[src/rtl/tt_counter_pkg.sv]
// Shared definitions for the parametrised Tiny Tapeout counter.
//   seq_t     : load/bus-turnaround sequencer states (encoding is visible in
//               the status byte, so the values are fixed)
//   ST_*      : bit positions inside the status byte
//   CTRL_*    : bit positions inside ui_in / ctrl_q
//   idx_width : index width for n items, never less than 1 bit
package tt_counter_pkg;

    typedef enum logic [1:0] {
        DRIVE   = 2'd0,
        RELEASE = 2'd1,
        CAPTURE = 2'd2
    } seq_t;

    localparam int ST_WRAP = 7;
    localparam int ST_TERM = 6;
    localparam int ST_DIR  = 5;
    localparam int ST_SAT  = 4;

    localparam int CTRL_EN      = 0;
    localparam int CTRL_LOAD    = 1;
    localparam int CTRL_OE      = 2;
    localparam int CTRL_DIR     = 3;
    localparam int CTRL_SAT     = 4;
    localparam int CTRL_BSEL_LO = 5;
    localparam int CTRL_BSEL_HI = 6;
    localparam int CTRL_STAT    = 7;

    function automatic int idx_width(input int n);
        return (n > 1) ? $clog2(n) : 1;
    endfunction

endpackage

[src/rtl/tt_ctrl_sync.sv]
// Control input register with rising-edge detect on the load bit.
//   clk, rst_n : clock, asynchronous active-low reset
//   ui_in      : raw control pins
//   ctrl_q     : ui_in registered once; every control decision uses this
//   load_pulse : one-cycle pulse on a 0->1 transition of ctrl_q[CTRL_LOAD]
module tt_ctrl_sync
    import tt_counter_pkg::*;
(
    input  logic       clk,
    input  logic       rst_n,
    input  logic [7:0] ui_in,
    output logic [7:0] ctrl_q,
    output logic       load_pulse
);

    logic [7:0] ctrl_d;
    logic       load_q;
    logic       load_d;

    always_comb begin
        ctrl_d = ui_in;
        load_d = ctrl_q[CTRL_LOAD];
    end

    always_ff @(posedge clk or negedge rst_n) begin
        if (!rst_n) begin
            ctrl_q <= 8'h00;
            load_q <= 1'b0;
        end else begin
            ctrl_q <= ctrl_d;
            load_q <= load_d;
        end
    end

    assign load_pulse = ctrl_q[CTRL_LOAD] & ~load_q;

endmodule

[src/rtl/tt_um_param_counter.sv]
// Tiny Tapeout user top: WIDTH-bit up/down counter with wrap or saturate,
// byte-wise parallel load over the bidirectional bus and a status byte.
//   clk, rst_n : clock, asynchronous active-low reset
//   ui_in      : {status_sel, byte_sel[1:0], sat, dir, oe, load, en}
//   uo_out     : selected count byte, or status byte when status_sel = 1
//   uio_in     : load data, least significant byte first
//   uio_out    : selected count byte
//   uio_oe     : all ones while the bus is driven, else all zeros
//   ena        : unused
module tt_um_param_counter
    import tt_counter_pkg::*;
#(
    parameter int   WIDTH         = 16,   // 8, 16, 24 or 32
    parameter logic DEFAULT_EN    = 1'b1,
    parameter logic DEFAULT_DRIVE = 1'b1
) (
    input  logic       clk,
    input  logic       rst_n,
    input  logic [7:0] ui_in,
    output logic [7:0] uo_out,
    input  logic [7:0] uio_in,
    output logic [7:0] uio_out,
    output logic [7:0] uio_oe,
    input  logic       ena
);

    localparam int              NBYTES   = WIDTH / 8;
    localparam int              BW       = idx_width(NBYTES);
    localparam logic [WIDTH-1:0] CNT_MAX = '1;
    localparam logic [WIDTH-1:0] CNT_ONE = WIDTH'(1);
    localparam logic [BW-1:0]   LAST_IDX = BW'(NBYTES - 1);
    localparam logic [BW-1:0]   IDX_ONE  = BW'(1);

    logic [7:0]       ctrl_q;
    logic             load_pulse;

    seq_t             seq_q,   seq_d;
    logic [BW-1:0]    bidx_q,  bidx_d;
    logic [WIDTH-1:0] count_q, count_d;
    logic             wrap_q,  wrap_d;

    logic             en, oe, dir_dn, sat_mode, at_term, driving;
    logic [7:0]       sel_byte;
    logic [7:0]       status;

    tt_ctrl_sync u_ctrl_sync (
        .clk        (clk),
        .rst_n      (rst_n),
        .ui_in      (ui_in),
        .ctrl_q     (ctrl_q),
        .load_pulse (load_pulse)
    );

    assign en       = DEFAULT_EN    | ctrl_q[CTRL_EN];
    assign oe       = DEFAULT_DRIVE | ctrl_q[CTRL_OE];
    assign dir_dn   = ctrl_q[CTRL_DIR];
    assign sat_mode = ctrl_q[CTRL_SAT];
    assign at_term  = dir_dn ? (count_q == '0) : (count_q == CNT_MAX);

    // Sequencer, counter and wrap flag. The bus is released for one full
    // cycle before the first capture edge so the external driver never
    // fights uio_out. Byte bidx is sampled on the edge that ends the
    // CAPTURE cycle carrying that index.
    always_comb begin
        seq_d   = seq_q;
        bidx_d  = bidx_q;
        count_d = count_q;
        wrap_d  = wrap_q;
        unique case (seq_q)
            DRIVE: begin
                if (load_pulse) begin
                    seq_d = RELEASE;
                end
                if (en) begin
                    if (at_term) begin
                        if (!sat_mode) begin
                            count_d = dir_dn ? CNT_MAX : '0;
                            wrap_d  = 1'b1;
                        end
                    end else begin
                        count_d = dir_dn ? (count_q - CNT_ONE) : (count_q + CNT_ONE);
                    end
                end
            end
            RELEASE: begin
                seq_d  = CAPTURE;
                bidx_d = '0;
            end
            CAPTURE: begin
                for (int k = 0; k < NBYTES; k++) begin
                    if (bidx_q == BW'(k)) begin
                        count_d[8*k +: 8] = uio_in;
                    end
                end
                if (bidx_q == LAST_IDX) begin
                    seq_d  = DRIVE;
                    wrap_d = 1'b0;
                end else begin
                    bidx_d = bidx_q + IDX_ONE;
                end
            end
            default: begin
                seq_d = DRIVE;
            end
        endcase
    end

    always_ff @(posedge clk or negedge rst_n) begin
        if (!rst_n) begin
            seq_q   <= DRIVE;
            bidx_q  <= '0;
            count_q <= '0;
            wrap_q  <= 1'b0;
        end else begin
            seq_q   <= seq_d;
            bidx_q  <= bidx_d;
            count_q <= count_d;
            wrap_q  <= wrap_d;
        end
    end

    // byte_sel wraps modulo the byte count, so narrow builds alias bytes.
    always_comb begin
        int sel;
        sel      = int'(ctrl_q[CTRL_BSEL_HI:CTRL_BSEL_LO]) % NBYTES;
        sel_byte = count_q[7:0];
        for (int k = 0; k < NBYTES; k++) begin
            if (sel == k) begin
                sel_byte = count_q[8*k +: 8];
            end
        end
    end

    always_comb begin
        status          = 8'h00;
        status[ST_WRAP] = wrap_q;
        status[ST_TERM] = at_term;
        status[ST_DIR]  = dir_dn;
        status[ST_SAT]  = sat_mode;
        status[1:0]     = seq_q;
    end

    assign driving = (seq_q == DRIVE) & oe;
    assign uo_out  = ctrl_q[CTRL_STAT] ? status : sel_byte;
    assign uio_out = sel_byte;
    assign uio_oe  = {8{driving}};

    // ena is a harness pin with no function here; the raw load level is only
    // consumed through load_pulse.
    logic unused_ok;
    assign unused_ok = ena ^ ctrl_q[CTRL_LOAD];

endmodule

[config.mk]
export PLATFORM = sky130hd
export DESIGN_NAME = tt_um_param_counter
export DESIGN_NICKNAME = d
export VERILOG_FILES = /design/src/rtl/tt_counter_pkg.sv /design/src/rtl/tt_ctrl_sync.sv /design/src/rtl/tt_um_param_counter.sv
export SDC_FILE = /design/constraint.sdc
export NUM_CORES = 1
export LEC_CHECK = 0
export BUFFER_PORTS_ARGS = -buffer_cell sky130_fd_sc_hd__buf_2
export CAP_MARGIN = 20
export CORE_MARGIN = 1.5
export CORE_UTILIZATION = 56
export DETAILED_ROUTE_END_ITERATION = 10
export PLACE_DENSITY = 0.9
export SLEW_MARGIN = 40
export SYNTH_ARGS = -nofsm -noshare
export SYNTH_HDL_FRONTEND = slang
export SYNTH_SLANG_ARGS = --single-unit
[constraint.sdc]
create_clock -name clk -period 3.1 [get_ports clk]
set_clock_uncertainty 0.2 [all_clocks]
set_input_delay 0.465 -clock clk [delete_from_list [all_inputs] [get_ports clk]]
set_output_delay 0.465 -clock clk [all_outputs]
set_load 0.03 [all_outputs]
==> flow_summary_export.csv <==
group,metric,value,unit
cells_and_area,drive_gt1_share,22.07,%
logic_synthesis,synth-edff-count,0,
clock_tree,cts_made_buffers,3,
clock_tree,clk_pin_slew_worst_paths,0.10,ns
floorplan,rows,22,
placed_design,place_congestion,0.9253,
floorplan,die_w,66.28,µm
placed_design,place_hpwl,4340,µm
logic_synthesis,synth.top_cell.area_share,29.02,%
floorplan,num_io_pins,43,
worst_setup_path,reg2reg_slack,0.30,ns
logic_synthesis,synth_ff_type,"dfrtp_1",
cells_and_area,nets,337,
timing,fin_setup_tns,0,ns
logic_synthesis,yosys.area.top_type,"dfrtp_1",
global_routing,track_usage,28.27,%
floorplan,core-area,0.003744,mm²
worst_setup_path,slowest_stage,"dfrtp_1",
clock_tree,post_cts_resized,0,
drt,num_vias,2123,
logic_synthesis,synthesis.area,0.002242,mm²
clock_tree,cts.path.max_buffers,2,
worst_setup_path,end_kind,"output pin",
floorplan,die_area,0.004392,mm²
global_routing,grt_pass1_vias,2044,
worst_setup_path,critical_path_arrival,2.17,ns
power_and_ir_drop,ir_drop,608.5,µV
cells_and_area,final_cell_mix,"38 x buf_2, 33 x nor2_1, 30 x a21oi_1",
timing,hold_ws,0.08283,ns
worst_setup_path,rr_startpoint,"u_ctrl_sync.ctrl_q[3]",
cells_and_area,final_common_cell,"buf_2",
logic_synthesis,synthTopCellsByArea,"dfrtp_1 29%, ha_1 9.5%, mux2_2 7.5%",
logic_synthesis,async_flop_share,100.0,%
worst_setup_path,cp_max_fo,8,
cells_and_area,area_delta_synth_final,10.77,%
drt,via_per_inst,6.118,
drt,finalWirelength,5744,µm
drt,drt_iter0_markers,206,
worst_setup_path,cp_num_cells,6,
global_routing,overflow,0,
worst_setup_path,critPathMostFrequentCell,"nor2_1",
worst_setup_path,crit_type,"register to output pin",
run_status,run_status,"complete, no violations",
worst_hold_path,min-delay-start,"ui_in[7]",
drt,wire_per_inst,16.55,µm
timing,rsz0062_at_grt,"no",
placed_design,numPortBuffers,38,
logic_synthesis,netlist_instances,270,
job,cap_violations,0,
drt,drc,0,
global_routing,grt_max_degree,27,
logic_synthesis,yosys_warnings,0,
logic_synthesis,synthesis.nets,307,
worst_hold_path,hold_path_class,"input pin to register",
floorplan,initial_utilization,59.89,%
logic_synthesis,ys_ff_latch,26,
worst_setup_path,reg2reg_depth,8,
logic_synthesis,synth_area_per_cell,8.304,µm²
worst_setup_path,cp_top_family,"simple AND/OR/NAND/NOR gates",
clock_tree,clk_latency,0.28,ns
worst_hold_path,min_to,"u_ctrl_sync.ctrl_q[7]",
worst_setup_path,cp.required,2.43,ns
timing,max_freq,353.3,MHz
worst_setup_path,startpoint_type,"register",
logic_synthesis,synth_cell_type_count,46,
timing,slew_headroom,54.14,%
timing,drv_slew,0,
timing,hold_viol,0,
timing,setup-violations-final,0,
clock_tree,cts_tree,"built",
worst_setup_path,crit_chain,"nor4b_1 > nand3_1 > nor2_1 > nor2_1 > a21oi_1 > buf_2",
timing,period_share,91.30,%
timing,timing.final.crit_period,2.830,ns
drt,dr.pass1.iters,5,
clock_tree,h-tree-depth,1,
global_routing,grt_pass1_wl,9570,µm
clock_tree,clock_sinks,26,
worst_setup_path,r2r-end,"count_q[12]",
clock_tree,cts_root_buf,"clkbuf_8",
global_routing,antenna_found_initial,0,
timing,worstMarginPinSlew,0.6833,ns
power_and_ir_drop,power_density,1250,mW/mm²
cells_and_area,antenna_cells,0,
worst_setup_path,critPathBufInv,1,
power_and_ir_drop,total_leakage_power,0.001114,µW
worst_setup_path,slowest_delay,0.53,ns
logic_synthesis,yosysSeqAreaShare,29.02,%
worst_hold_path,whs_path_depth,1,
drt,antenna_left,0,
floorplan,die_h,66.28,µm
## report_power, final
part	switching [µW]	leakage [µW]	internal [µW]
Combinational	1290	0.000770	854
Sequential	192	0.000308	482
Clock	112	0.0000357	173
Total	1590	0.00111	1510
## layout make-up
class | count | area (µm²)
multi-input cells | 217 | 1434
clock inverters | 1 | 30.03
repair buffers | 44 | 237.7
well taps | 48 | 60.06
flip-flops and latches | 26 | 650.6
clock buffers | 3 | 41.29
fillers | 317 | 1260
inverters | 8 | 30.03
## through the flow
step | total power, µW | instances | instance area, µm² | utilization [%] | setup WS [ns]
floorplan | 2403 | 270 | 2242 | - | 0.5481
finish | 3104 | 347 | 2484 | 66.34 | 0.2696
detailed placement | 2773 | 342 | 2402 | 64.17 | 0.4015
CTS | 3075 | 347 | 2484 | 66.34 | 0.3456
global placement | 2715 | 342 | 2402 | 64.17 | 0.4599
global route | 3330 | 347 | 2484 | 66.34 | 0.1461
## state kept, by name, indices dropped and copies added, names as in the netlist
register,flops
count_q,16
u_ctrl_sync.load_q,1
u_ctrl_sync.ctrl_q,5
wrap_q,1
bidx_q,1
seq_q,2
## synth_stat cells, drive strengths merged, types with 4 or more instances
master / number
buf: 12
o21ai: 18
nand4: 5
clkbuf: 7
mux2: 15
o31ai: 11
nor2: 33
a21oi: 30
nand3: 7
xnor2: 7
ha: 17
nand2: 24
inv: 7
dfrtp: 26
nor3: 4
nor2b: 4
## metal layers
metal  vias up  part of all wire [%]  track usage (%)
met2        94                    49            46.13
met4         0                   2.1            9.439
met3        10                   5.6            3.918
li1       1027                     -                -
met1       992                    43            38.44
met5         -                     0                0
## how the worst max path moves through the flow
| stage | endpoint | slack (ns) | startpoint |
|---|---|---|---|
| after floorplan | uo_out[6] | 0.55 | u_ctrl_sync.ctrl_q[3] |
| after global placement | count_q[11] | 0.46 | u_ctrl_sync.ctrl_q[3] |
| after detailed placement | count_q[11] | 0.40 | u_ctrl_sync.ctrl_q[3] |
| after CTS | uo_out[6] | 0.35 | u_ctrl_sync.ctrl_q[3] |
| after global routing | count_q[11] | 0.15 | u_ctrl_sync.ctrl_q[3] |
| final | uo_out[6] | 0.27 | u_ctrl_sync.ctrl_q[3] |
## repair_timing
item	CTS	global route
setup endpoints to repair	0	0
setup buffers	0	0
hold buffers	1	0
hold endpoints to repair	14	0
## cells by family after synthesis
family	count (synthesis)	synth area share (%)
xor+xnor	10	3.907
compound gates	83	23.16
buf+inv	27	7.032
fa+ha+maj	18	10.38
simple gates	90	18.53
mux	16	7.980
flops	26	29.02
Note: power is estimated with default switching activity, not from simulation.
